===== src/rtl/adder_arbiter.sv =====
// Round-robin arbiter that time-shares one external combinational adder between
// two requesters; one operation in flight, result returned on the owner's channel.
module adder_arbiter #(
  parameter int W = 4
) (
  input  logic         clk,
  input  logic         rst_n,
  input  logic         req0_valid,
  input  logic         req1_valid,
  output logic         req0_ready,
  output logic         req1_ready,
  input  logic [W-1:0] req0_a,
  input  logic [W-1:0] req0_b,
  input  logic [W-1:0] req1_a,
  input  logic [W-1:0] req1_b,
  input  logic         req0_ci,
  input  logic         req1_ci,
  output logic         rsp0_valid,
  output logic         rsp1_valid,
  input  logic         rsp0_ready,
  input  logic         rsp1_ready,
  output logic [W-1:0] rsp0_sum,
  output logic [W-1:0] rsp1_sum,
  output logic         rsp0_co,
  output logic         rsp1_co,
  output logic [W-1:0] add_a,
  output logic [W-1:0] add_b,
  output logic         add_ci,
  input  logic [W-1:0] add_sum,
  input  logic         add_co,
  output logic         busy
);

  typedef enum logic [1:0] {IDLE, ADD, RESP} state_t;

  state_t       state, state_nxt;
  logic         owner, ptr;
  logic         gnt_any, gnt_idx, accept, release_rsp;
  logic [W-1:0] op_a, op_b, res_sum;
  logic         op_ci, res_co;

  assign add_a  = op_a;
  assign add_b  = op_b;
  assign add_ci = op_ci;
  assign busy   = (state != IDLE);

  // Contention goes to ptr; a lone requester is granted regardless of ptr.
  assign gnt_any = req0_valid | req1_valid;
  assign gnt_idx = (req0_valid & req1_valid) ? ptr : req1_valid;

  always_comb begin
    state_nxt   = state;
    accept      = 1'b0;
    release_rsp = 1'b0;
    req0_ready  = 1'b0;
    req1_ready  = 1'b0;
    rsp0_valid  = 1'b0;
    rsp1_valid  = 1'b0;
    rsp0_sum    = '0;
    rsp1_sum    = '0;
    rsp0_co     = 1'b0;
    rsp1_co     = 1'b0;
    case (state)
      IDLE: begin
        if (rst_n && gnt_any) begin
          req0_ready = ~gnt_idx;
          req1_ready = gnt_idx;
          accept     = 1'b1;
          state_nxt  = ADD;
        end
      end
      ADD: state_nxt = RESP;
      RESP: begin
        if (owner) begin
          rsp1_valid  = 1'b1;
          rsp1_sum    = res_sum;
          rsp1_co     = res_co;
          release_rsp = rsp1_ready;
        end else begin
          rsp0_valid  = 1'b1;
          rsp0_sum    = res_sum;
          rsp0_co     = res_co;
          release_rsp = rsp0_ready;
        end
        if (release_rsp) state_nxt = IDLE;
      end
      default: state_nxt = IDLE;
    endcase
  end

  always_ff @(posedge clk or negedge rst_n) begin
    if (!rst_n) begin
      state   <= IDLE;
      owner   <= 1'b0;
      ptr     <= 1'b0;
      op_a    <= '0;
      op_b    <= '0;
      op_ci   <= 1'b0;
      res_sum <= '0;
      res_co  <= 1'b0;
    end else begin
      state <= state_nxt;
      if (accept) begin
        owner <= gnt_idx;
        op_a  <= gnt_idx ? req1_a  : req0_a;
        op_b  <= gnt_idx ? req1_b  : req0_b;
        op_ci <= gnt_idx ? req1_ci : req0_ci;
      end
      if (state == ADD) begin
        res_sum <= add_sum;
        res_co  <= add_co;
      end
      if (release_rsp) ptr <= ~owner;
    end
  end

endmodule

===== config.mk =====
export PLATFORM = sky130hd
export DESIGN_NAME = adder_arbiter
export DESIGN_NICKNAME = d
export VERILOG_FILES = /design/src/rtl/adder_arbiter.sv
export SDC_FILE = /design/constraint.sdc
export NUM_CORES = 1
export LEC_CHECK = 0
export ABC_AREA = 1
export BUFFER_PORTS_ARGS = -buffer_cell sky130_fd_sc_hd__buf_4
export CAP_MARGIN = 20
export CORE_AREA = 2 2 51 53
export CTS_CLUSTER_SIZE = 24
export DETAILED_ROUTE_END_ITERATION = 6
export DIE_AREA = 0 0 53 55
export PLACE_DENSITY = 0.82
export SLEW_MARGIN = 10
export SYNTH_ARGS = -nofsm -noshare
export SYNTH_HDL_FRONTEND = slang
export SYNTH_SLANG_ARGS = --single-unit

===== constraint.sdc =====
create_clock -name clk -period 1.9 [get_ports clk]
set_input_delay 0.095 -clock clk [delete_from_list [all_inputs] [get_ports clk]]
set_output_delay 0.095 -clock clk [all_outputs]
set_load 0.05 [all_outputs]

### Word level (Yosys, flattened, before mapping)

Cells that the tools add are included.

| word-level totals | value |
|---|---|
| bits in registers | 18 |
| bits in latches | 0 |
| RAM bits | 0 |
| ROM bits | 0 |
| input bits | 29 |
| output and inout port bits | 24 |
| word-level logic and storage cells | 48 |
| memories | 0 |

| cells by class | value |
|---|---|
| add/subtract/negate cells | 0 |
| multipliers | 0 |
| div/mod/pow operators | 0 |
| magnitude comparators | 0 |
| eq/ne operators | 4 |
| shift-type cells | 0 |
| multiplexer cells | 28 |
| bitwise logic cells | 4 |
| reduce and logical (&&, ||, !) cells | 4 |

Operators by type and width:

| operator | number |
|---|---|
| 2-to-1 mux 4 bit | 6 |
| 2-to-1 mux 1 bit | 19 |
| one-hot mux 2 bit (3 select lines) | 1 |
| 2-to-1 mux 2 bit | 2 |
| inequality test 2 bit (second input constant) | 2 |
| == test 2 x 1 -> 1 bit (second input constant) | 1 |
| == test 2 bit (second input constant) | 1 |
| zero test 2 bit | 1 |
| NOT 1 bit | 2 |
| AND reduction 2 bit | 1 |
| nonzero test 2 bit | 1 |
| bitwise AND 1 bit | 1 |
| logical AND 1 bit | 1 |
| bitwise OR 1 bit | 1 |

### Logic depth before layout (Yosys ltp)

Gate-level depths: netlist (run 1).

| depth | value |
|---|---|
| word-level depth | 5 |
| mapped depth | 7 |
| depth with buffers taken out | 7 |

### Least setup slack after synthesis (run 1)

OpenSTA, ideal clock, no wires.

| timing | value |
|---|---|
| kind | register to output |
| from | register state[0] |
| to | output port req0_ready |
| arrival | 1390 ps |
| required time | 1805 ps |
| path slack | 415 ps |
| cell stages (with the launch flop) | 4 |
| buffers on the path | 0 |
| cells stage by stage | dfrtp_1 > nor2_4 > o211ai_2 > nor2_1 |

| on the way | value |
|---|---|
| cells in the longest elaborated chain, start to end | 2 |

RTL lines:

| item | RTL line | text |
|---|---|---|
| start, declared | 36 | `state_t state, state_nxt;` |
| start signal, assigned | 102 | `state <= state_nxt;` |
| zero test 2 bit | 63 | `case (state)` |
| 2-to-1 mux 1 bit | 63 |  |
| end, declared | 10 | `output logic req0_ready,` |

Every way passes these cells.

### Worst setup path after layout (run 1)

| timing | value |
|---|---|
| from | input port rst_n |
| to | output port req1_ready |

| on the way | value |
|---|---|
| cells in the longest elaborated chain, start to end | 3 |

RTL lines:

| item | RTL line | text |
|---|---|---|
| start, declared | 7 | `input logic rst_n,` |
| logical AND 1 bit | 65 | `if (rst_n && gnt_any) begin` |
| 2-to-1 mux 1 bit | 65 |  |
| 2-to-1 mux 1 bit | 63 |  |
| end, declared | 11 | `output logic req1_ready,` |

Every way passes these cells.

==> flow_metrics.env, run 1 <==
export IMPL_status="finished, final reports clean"
export IMPL_syn_nets=157
export IMPL_power_frac_comb=0.614
export IMPL_grt_ovfl_total=0
export IMPL_fmax_mhz=578
export IMPL_io_pins=53
export IMPL_grt_pass1_vias=880
export IMPL_sequentialPowerShare=0.286
export IMPL_synth_most_common_cell="nand2_1"
export IMPL_synth_edf_count=0
export IMPL_synth_area_um2=943
export IMPL_async_reset_ff_frac=1.00
export IMPL_ys_flop_type="dfrtp_1"
export IMPL_reg2reg_depth=5
export IMPL_grt_max_degree=21
export IMPL_via_per_inst=4.69
export IMPL_dieArea_um2=2920
export IMPL_max_slew_margin=0.694
export IMPL_wl_per_cell_um=10.5
export IMPL_coreArea_um2=2360
export IMPL_route_detailed_drc=0
export IMPL_rr_endpoint="owner$_DFFE_PN0P_"
export IMPL_power_uw=2340
export IMPL_peakVddDrop_v=0.00144
export IMPL_postLayoutCellArea_um2=1390
export IMPL_diodes=0
export IMPL_synth_cells=128
export IMPL_antenna_found_initial=0
export IMPL_syn_to_final_growth_pct=47.5
export IMPL_start_util=0.399
export IMPL_path_max_fanout=20
export IMPL_critPathKind="primary input to output port"
export IMPL_p_int_uw=1090
export IMPL_worstPathRequired_ps=1800
export IMPL_swShare=0.535
export IMPL_slowest_delay_ps=530
export IMPL_top_layer_used="met4"
export IMPL_gp_congestion=0.763
export IMPL_hp_start="add_sum[3]"
export IMPL_p_clk_frac=0.100
export IMPL_drtAntennaViolNets=0
export IMPL_ctsHoldBuffers=1
export IMPL_synth_top_area_frac=0.477
export IMPL_placed_area_um2=1350
export IMPL_cp_arrival_ps=1640
export IMPL_hold_depth=3
export IMPL_wl_met2_um=1090
export IMPL_finalCriticalPeriod_ps=1730
export IMPL_layout_nets=212
export IMPL_synth_seq_cells=18
export IMPL_yosysTopAreaCell="dfrtp_1"
export IMPL_reg2reg_setup_slack_ps=760
export IMPL_root_buffer="clkbuf_4"
export IMPL_tritoncts="yes"
export IMPL_drt_iter0_drc=17
export IMPL_hold_end="res_sum[3]$_DFFE_PN0N_"
export IMPL_p_sw_uw=1250
export IMPL_clk_latency_ps=290
export IMPL_crit_chain="dlygate4sd3_1 -> buf_4 -> o21ai_1 -> nor2_4 -> nand2_1 -> inv_1 -> buf_4"
export IMPL_tightest_slew_ps=457
export IMPL_portBuffers=52
export IMPL_fin_tns_setup_ps=0
export IMPL_drt_wl_total_um=2230
export IMPL_ys_seq_area_frac=0.477
export IMPL_hpwl_um=1770
export IMPL_worst_setup_path_end_kind="output port"
export IMPL_chipWidth_um=53
export IMPL_post_route_period_util=0.911
export IMPL_grt_pass1_wl_um=3650
export IMPL_netlist_top_cells_count="51 x nand2_1, 18 x dfrtp_1, 16 x nor2_1"
export IMPL_die_y_um=55
export IMPL_rsz0062_at_grt="no"
export IMPL_finalSetupViolCount=0
export IMPL_slew_violations=0
export IMPL_cts_setup_buffers=0
export IMPL_cts_made_buffers=3
export IMPL_min_delay_path_class="primary input to flop"
export IMPL_cts_resized=0
export IMPL_cts_max_path_buffers=2
export IMPL_synth_cell_types=17
export IMPL_wl_met3_um=195
export IMPL_clkTransAtPathRegs_ps=100
export IMPL_htree_num_levels=1
export IMPL_r2r_start="state[0]$_DFFE_PN0P_"
export IMPL_drt_pre_antenna_iters=4
export IMPL_hold_viol=0
export IMPL_ys_warn_count=0
export IMPL_synth_area_leaders="dfrtp_1 48%, nand2_1 20%, nor2_1 6.4%"
export IMPL_cap_violations=0
export IMPL_num_vias=994
export IMPL_m1WireLength_um=922
export IMPL_powerDensity_nw_per_um2=1680
export IMPL_cpMostUsedCell="buf_4"
export IMPL_drive_above_1_share=0.352
export IMPL_syn_area_per_cell_um2=7.37
export IMPL_power_leakage_uw=0.000836
export IMPL_cts_sinks=18
export IMPL_cp_start_kind="primary input"
export IMPL_slowest_stage="dlygate4sd3_1"
export IMPL_fin_skew_ps=7.74
export IMPL_track_usage=0.175
export IMPL_rows=18
how the worst max path moves through the flow:
stage | slack, ps | from | end | cells after the start
2_1_floorplan | 410 | state[0]$_DFFE_PN0P_ | req0_ready | 3
3_3_place_gp | 650 | state[0]$_DFFE_PN0P_ | req1_ready | 6
3_5_place_dp | 600 | state[0]$_DFFE_PN0P_ | req1_ready | 6
4_1_cts | 160 | rst_n | req1_ready | 7
5_1_grt | 40 | rst_n | req1_ready | 7
6_report | 170 | rst_n | req1_ready | 7
cells in the final DEF (no fill, tap or decap):
| cell type | n |
|---|---|
| nor2_1 | 16 |
| clkbuf_8 | 1 |
| nand2_2 | 2 |
| o21ai_1 | 2 |
| o211ai_2 | 1 |
| o21ai_0 | 1 |
| nor2_4 | 2 |
| buf_4 | 52 |
| a21oi_1 | 5 |
| inv_1 | 13 |
| dlygate4sd3_1 | 1 |
| nand2_4 | 1 |
| dfrtp_1 | 18 |
| o211ai_1 | 1 |
| nand2_1 | 51 |
| nor2_2 | 1 |
| clkbuf_4 | 3 |
| inv_2 | 1 |
| nand3_1 | 10 |
metal layers:
metal	track usage	vias to the layer above
met5	0	-
met4	0.0897	0
met3	0.0242	2
met2	0.304	46
met1	0.212	449
li1	-	497
flip-flops by register name, indices dropped and copies added, names as in the netlist:
register	cells
add_b	4
add_ci	1
state	2
ptr	1
res_sum	4
res_co	1
add_a	4
owner	1
layout make-up:
| cell class | count | area (µm²) |
|---|---|---|
| repair buffers | 53 | 400 |
| well taps | 30 | 37.5 |
| multi-input cells | 93 | 414 |
| inverters | 14 | 52.6 |
| fillers | 219 | 973 |
| flip-flops and latches | 18 | 450 |
| clock buffers | 4 | 36.3 |
per-stage QoR:
| stage | instances | worst slack, ps | util | hold slack, ps |
|---|---|---|---|---|
| 3_5_place_dp | 207 | 605 | 0.569 | -18.9 |
| 5_1_grt | 212 | 39.5 | 0.588 | 57.4 |
| 6_report | 212 | 169 | 0.588 | 52.8 |
| 4_1_cts | 212 | 158 | 0.588 | 49.5 |
| 2_1_floorplan | 128 | 415 | - | -201 |
| 3_3_place_gp | 207 | 649 | 0.569 | -22.0 |
power by group through the flow:
stage	logic, µW	registers [µW]	clock network [µW]
final	1440	670	234
after global routing	1550	690	253
after floorplan	712	982	0
after global placement	1420	666	0
after detailed placement	1450	670	0
after CTS	1450	668	240
cells by family after synthesis:
family / after synthesis / share of synthesized area
flops: 18 / 0.477
compound gates: 10 / 0.0637
simple gates: 83 / 0.375
buf+inv: 17 / 0.0835
critical path, delay by kind of cell:
family	cells	cell delay [ps]
buffers and inverters	4	1050
AND/OR/NAND/NOR	2	340
AO/OA/AOI/OAI	1	150
(Power assumes the default switching activity.)
==> inputs of run 2 (changes only) <==
--- a/config.mk
+++ b/config.mk
@@ -13,6 +13,7 @@
 export DETAILED_ROUTE_END_ITERATION = 6
 export DIE_AREA = 0 0 53 55
 export PLACE_DENSITY = 0.82
+export SETUP_SLACK_MARGIN = 0.3
 export SLEW_MARGIN = 10
 export SYNTH_ARGS = -nofsm -noshare
 export SYNTH_HDL_FRONTEND = slang
==> run 2 against run 1 <==
  * Worst hold slack barely moved
  * Sequential cell count did not move
  * Clock skew barely moved
  * Clock power barely moved
  * First-iteration DRC count rose by 24%
  * Worst setup slack improved by 220 ps
  * Power rose by 2.0%
  * Routed wire length rose by 3.6%
  * Cell count rose by 1.4%
  * Global-route usage rose by 0.29 points
  * Critical path type is now flop to output port
  * Highest routed layer unchanged
==> flow_metrics.env, run 2 (synthesis results as in run 1) <==
export IMPL_status="finished, final reports clean"
export IMPL_route_detailed_drc=0
export IMPL_max_slew_margin=0.480
export IMPL_postLayoutCellArea_um2=1430
export IMPL_min_delay_path_class="primary input to flop"
export IMPL_diodes=0
export IMPL_peakVddDrop_v=0.00145
export IMPL_cp_arrival_ps=1420
export IMPL_seq_area_um2=450
export IMPL_drt_wl_total_um=2310
export IMPL_coreArea_um2=2360
export IMPL_htree_num_levels=1
export IMPL_num_vias=985
export IMPL_multi_input_area_um2=430
export IMPL_p_sw_uw=1280
export IMPL_fill_cells=220
export IMPL_clkTransAtPathRegs_ps=110
export IMPL_start_util=0.399
export IMPL_hold_depth=3
export IMPL_dp_slack_ps=605
export IMPL_track_usage=0.177
export IMPL_via_per_inst=4.58
export IMPL_finalSetupViolCount=0
export IMPL_drtAntennaViolNets=0
export IMPL_path_max_fanout=6
export IMPL_grt_ovfl_total=0
export IMPL_fin_tns_setup_ps=0
export IMPL_cap_violations=0
export IMPL_p_clk_frac=0.098
export IMPL_layout_setup_ws_ps=386
export IMPL_fmax_mhz=661
export IMPL_critPathKind="flop to output port"
export IMPL_wl_per_cell_um=10.7
export IMPL_grt_pass1_wl_um=3680
export IMPL_gp_congestion=0.763
export IMPL_cts_max_path_buffers=2
export IMPL_tightest_slew_ps=778
export IMPL_fin_skew_ps=7.39
export IMPL_swShare=0.534
export IMPL_portBuffers=52
export IMPL_drive_above_1_share=0.368
export IMPL_drt_pre_antenna_iters=4
export IMPL_layout_nets=215
export IMPL_worstPathRequired_ps=1800
export IMPL_finalCriticalPeriod_ps=1510
export IMPL_cp_start_kind="flop"
export IMPL_cts_made_buffers=3
export IMPL_hold_viol=0
export IMPL_placed_area_um2=1350
export IMPL_dp_cells=207
export IMPL_fin_cells=215
export IMPL_power_leakage_uw=0.000854
export IMPL_cts_sinks=18
export IMPL_rsz0062_at_grt="no"
export IMPL_antenna_found_initial=0
export IMPL_hpwl_um=1770
export IMPL_rows=18
export IMPL_drt_iter0_drc=21
export IMPL_die_y_um=55
export IMPL_grt_pass1_vias=879
export IMPL_tritoncts="yes"
export IMPL_post_route_period_util=0.797
export IMPL_root_buffer="clkbuf_4"
export IMPL_sequentialPowerShare=0.282
export IMPL_worst_setup_path_end_kind="output port"
export IMPL_power_frac_comb=0.620
export IMPL_powerDensity_nw_per_um2=1670
export IMPL_grt_max_degree=19
export IMPL_io_pins=53
export IMPL_p_int_uw=1110
export IMPL_layout_common_cells="54 x buf_4, 50 x nand2_1, 18 x dfrtp_1"
export IMPL_reg2reg_depth=8
export IMPL_clk_latency_ps=290
export IMPL_slew_violations=0
export IMPL_syn_to_final_growth_pct=52.0
export IMPL_chipWidth_um=53
export IMPL_dieArea_um2=2920
export IMPL_layout_commonest_cell="buf_4"
-- run 2: power groups by stage --
stage | logic [µW] | clock network [µW] | registers, µW
floorplan | 712 | 0 | 982
CTS | 1450 | 240 | 668
finish | 1480 | 234 | 672
global route | 1600 | 253 | 693
detailed placement | 1450 | 0 | 670
global placement | 1420 | 0 | 666
-- run 2: cell type report --
| cell class | instances | share of cell area |
|---|---|---|
| clock buffers | 4 | 0.0253 |
| inverters | 14 | 0.0366 |
| multi-input cells | 93 | 0.300 |
| flip-flops and latches | 18 | 0.314 |
| well taps | 30 | 0.0262 |
| repair buffers | 56 | 0.298 |
-- run 2: stage by stage --
step | hold WS (ps) | total power, µW | utilization
after floorplan | -201 | 1690 | -
after global placement | -22.0 | 2090 | 0.569
after detailed placement | -18.9 | 2120 | 0.569
after CTS | 49.5 | 2360 | 0.592
after global routing | 57.4 | 2540 | 0.606
final | 52.4 | 2390 | 0.606
-- run 2: path summary, 6_finish.rpt --
check	start	endpoint	slack [ps]
worst max-delay path	state[1]$_DFFE_PN0P_	rsp1_sum[2]	390
worst min-delay path	add_sum[3]	res_sum[3]$_DFFE_PN0N_	50
worst max register to register	ptr$_DFFE_PN0P_	add_b[1]$_DFFE_PN0P_	750
worst min register to register	add_a[3]$_DFFE_PN0P_	add_a[3]$_DFFE_PN0P_	500
max in group asynchronous	rst_n	res_sum[3]$_DFFE_PN0N_	970
min in group asynchronous	rst_n	add_a[2]$_DFFE_PN0P_	440
-- run 2: metal layers --
metal / track usage / share of wire / vias up
li1: - / - / 504
met1: 0.217 / 0.42 / 440
met2: 0.308 / 0.50 / 39
met3: 0.0242 / 0.078 / 2
met4: 0.0897 / 0.0069 / 0
met5: 0 / 0 / -
-- run 2: repair_timing --
item	4_1_cts	5_1_grt
endpoints found under the hold margin	18	0
gates resized for setup	0	4
endpoints found under the setup margin	1	8
pin swaps	1	1
hold buffers	1	0
setup buffers	1	2
-- run 2: worst max-delay path, cell delays in order (launching register included) --
cell and delay [ps]:
dfrtp_1 410, inv_1 100, nor2_4 140, nand2_2 110, nor2_1 150, buf_4 220
==> inputs of run 3 (changes only) <==
--- a/config.mk
+++ b/config.mk
@@ -5,13 +5,13 @@
 export SDC_FILE = /design/constraint.sdc
 export NUM_CORES = 1
 export LEC_CHECK = 0
-export ABC_AREA = 1
+export ABC_AREA = 0
 export BUFFER_PORTS_ARGS = -buffer_cell sky130_fd_sc_hd__buf_4
 export CAP_MARGIN = 20
-export CORE_AREA = 2 2 51 53
+export CORE_AREA = 2 2 50 52
 export CTS_CLUSTER_SIZE = 24
 export DETAILED_ROUTE_END_ITERATION = 6
-export DIE_AREA = 0 0 53 55
+export DIE_AREA = 0 0 52 54
 export PLACE_DENSITY = 0.82
 export SETUP_SLACK_MARGIN = 0.3
 export SLEW_MARGIN = 10
==> constraint.sdc (replaced) <==
create_clock -name clk -period 1.4 [get_ports clk]
set_input_delay 0.07 -clock clk [delete_from_list [all_inputs] [get_ports clk]]
set_output_delay 0.07 -clock clk [all_outputs]
set_load 0.05 [all_outputs]
==> run 3 against run 2 <==
  * The flow now finishes with violations (negative setup slack)
  * Sequential cell count did not move
  * Core utilization rose by 11 points
  * Via count is 9.3% lower
  * First-iteration DRC count is 52% lower
  * Clock-buffer cell count stayed put
  * Routed wire length is 11% higher
  * Largest cell class is now non-clock buffers
  * Largest power group unchanged
==> flow_metrics.env, run 3 <==
export IMPL_hold_depth=2
export IMPL_layout_nets=175
export IMPL_async_reset_ff_frac=1.00
export IMPL_hold_viol=0
export IMPL_synth_compound_area_frac=0.213
export IMPL_layout_common_cells="46 x buf_4, 16 x dfrtp_1, 10 x and2_4, 10 x o21bai_1, 10 x buf_8"
export IMPL_diodes=0
export IMPL_synth_top_family_by_area="compound AO/OA/AOI/OAI gates"
export IMPL_muxShareOfSynthArea=0.0755
export IMPL_fmax_mhz=668
export IMPL_cpMostUsedCell="buf_6"
export IMPL_post_route_period_util=1.07
export IMPL_cap_violations=0
export IMPL_grt_pass1_vias=935
export IMPL_gp_congestion=0.690
export IMPL_synth_cells=77
export IMPL_cts_made_buffers=3
export IMPL_grt_ovfl_total=0
export IMPL_syn_to_final_growth_pct=85.3
export IMPL_synth_simple_area_share=0.171
export IMPL_peakVddDrop_v=0.00153
export IMPL_max_slew_margin=0.742
export IMPL_cts_sinks=18
export IMPL_power_uw=3660
export IMPL_layout_setup_ws_ps=-97.6
export IMPL_syn_nets=106
export IMPL_synth_xor_area_share=0
export IMPL_slowest_stage="dfrtp_2"
export IMPL_top_layer_used="met4"
export IMPL_cp_start_kind="flop"
export IMPL_finalSetupViolCount=28
export IMPL_coreArea_um2=2320
export IMPL_clkTransAtPathRegs_ps=110
export IMPL_ys_seq_area_frac=0.503
export IMPL_drt_pre_antenna_iters=4
export IMPL_die_y_um=54
export IMPL_chipWidth_um=52
export IMPL_track_usage=0.201
export IMPL_slowest_delay_ps=460
export IMPL_synth_cell_types=19
export IMPL_violations="negative setup slack"
export IMPL_yosysTopAreaCell="dfrtp_1"
export IMPL_drt_wl_total_um=2550
export IMPL_synth_area_leaders="dfrtp_1 50%, o221a_2 11%, o21bai_1 8.4%"
export IMPL_drt_iter0_drc=10
export IMPL_htree_num_levels=1
export IMPL_worst_setup_path_end_kind="output port"
export IMPL_timing_hold_ws_ps=7.90
export IMPL_slew_violations=0
export IMPL_rsz0062_at_grt="yes"
export IMPL_root_buffer="clkbuf_4"
export IMPL_ys_warn_count=0
export IMPL_drive_above_1_share=0.717
export IMPL_dp_slack_ps=58.0
export IMPL_synth_seq_cells=18
export IMPL_wl_met2_um=1370
export IMPL_tightest_slew_ps=386
export IMPL_io_pins=53
export IMPL_clk_latency_ps=290
export IMPL_powerDensity_nw_per_um2=2210
export IMPL_wl_per_cell_um=14.6
export IMPL_synth_edf_count=0
export IMPL_min_delay_path_class="primary input to flop"
export IMPL_synth_top_area_frac=0.503
export IMPL_synth_fa_ha_area_frac=0
export IMPL_power_leakage_uw=0.000784
export IMPL_path_max_fanout=7
export IMPL_via_per_inst=5.10
export IMPL_finalCriticalPeriod_ps=1500
export IMPL_netlist_top_cells_count="18 x dfrtp_1, 10 x and2_1, 10 x o21bai_1"
export IMPL_grt_max_degree=12
export IMPL_rows=18
export IMPL_critPathKind="flop to output port"
export IMPL_wl_met3_um=180
export IMPL_grt_pass1_wl_um=4110
export IMPL_hpwl_um=1690
export IMPL_portBuffers=52
export IMPL_reg2reg_depth=4
export IMPL_tritoncts="yes"
export IMPL_synth_area_um2=895
export IMPL_m1WireLength_um=961
export IMPL_seq_area_um2=453
export IMPL_ys_flop_type="dfrtp_1"
export IMPL_worstPathRequired_ps=1330
export IMPL_cp_arrival_ps=1430
export IMPL_crit_chain="buf_6 -> and3b_2 -> and2_4 -> buf_6"
export IMPL_fin_skew_ps=8.34
export IMPL_syn_area_per_cell_um2=11.6
export IMPL_dieArea_um2=2810
export IMPL_synth_most_common_cell="dfrtp_1"
export IMPL_fill_cells=164
export IMPL_antenna_found_initial=0
export IMPL_layout_commonest_cell="buf_4"
export IMPL_num_vias=893
export IMPL_status="finished with violations"
export IMPL_multi_input_area_um2=494
export IMPL_start_util=0.386
export IMPL_route_detailed_drc=0
export IMPL_cts_max_path_buffers=2
export IMPL_drtAntennaViolNets=0
-- run 3: timing repair --
item,in CTS,in global routing
pin swaps,5,4
hold buffers,4,1
endpoints found under the hold margin,21,1
endpoints found under the setup margin,32,32
setup buffers,5,2
resized for setup,28,6
-- run 3: layout make-up --
type	instances	share of cell area
Sequential cell	18	0.273
Tap cell	30	0.0226
Clock buffer	4	0.0158
Timing Repair Buffer	69	0.383
Inverter	2	0.00679
Multi-Input combinational cell	52	0.298
-- run 3: path summary, 6_finish.rpt --
| check | start | to | slack, ps |
|---|---|---|---|
| setup / recovery | state[1]$_DFFE_PN0P_ | rsp1_co | -100 |
| hold / removal | add_sum[2] | res_sum[2]$_DFFE_PN0N_ | 8 |
| setup reg to reg | state[1]$_DFFE_PN0P_ | add_a[3]$_DFFE_PN0P_ | -60 |
| hold reg to reg | res_sum[2]$_DFFE_PN0N_ | res_sum[2]$_DFFE_PN0N_ | 550 |
| max in group asynchronous | rst_n | state[0]$_DFFE_PN0P_ | 690 |
| min in group asynchronous | rst_n | res_co$_DFFE_PN0N_ | 230 |
-- run 3: cell families (layout without fill, tap and decap cells) --
logic type / count (synthesis) / in the layout
AOI/OAI and AO/OA: 21 / 21
buffers and inverters: 7 / 75
DFF: 18 / 18
muxes: 6 / 6
and+or+nand+nor: 25 / 25
-- run 3: per-layer routing --
| layer | up-vias | track usage |
|---|---|---|
| li1 | 416 | - |
| met1 | 425 | 0.220 |
| met2 | 48 | 0.378 |
| met3 | 4 | 0.0333 |
| met4 | 0 | 0.0921 |
| met5 | - | 0 |
-- run 3: critical path, delay by kind of cell, from the launching register on --
family / cells / cell delay, ps
buffers and inverters: 2 / 280
DFF: 1 / 460
and+or+nand+nor: 2 / 390
-- run 3: stage by stage --
| stage | setup TNS, ps | area [µm²] | std cells | util |
|---|---|---|---|---|
| final | -1790 | 1660 | 175 | 0.715 |
| after global routing | -3520 | 1660 | 175 | 0.715 |
| after CTS | -1450 | 1610 | 172 | 0.695 |
| after detailed placement | 0 | 1400 | 159 | 0.605 |
| after global placement | 0 | 1400 | 159 | 0.605 |
| after floorplan | 0 | 987 | 77 | - |
-- run 3: report_power, final --
group          leakage, µW  internal (µW)  switching, µW  total, µW
Sequential        0.000203            771            203        974
Clock            0.0000150            111            160        271
Combinational     0.000566           1120           1300       2420
Total             0.000784           2000           1660       3660
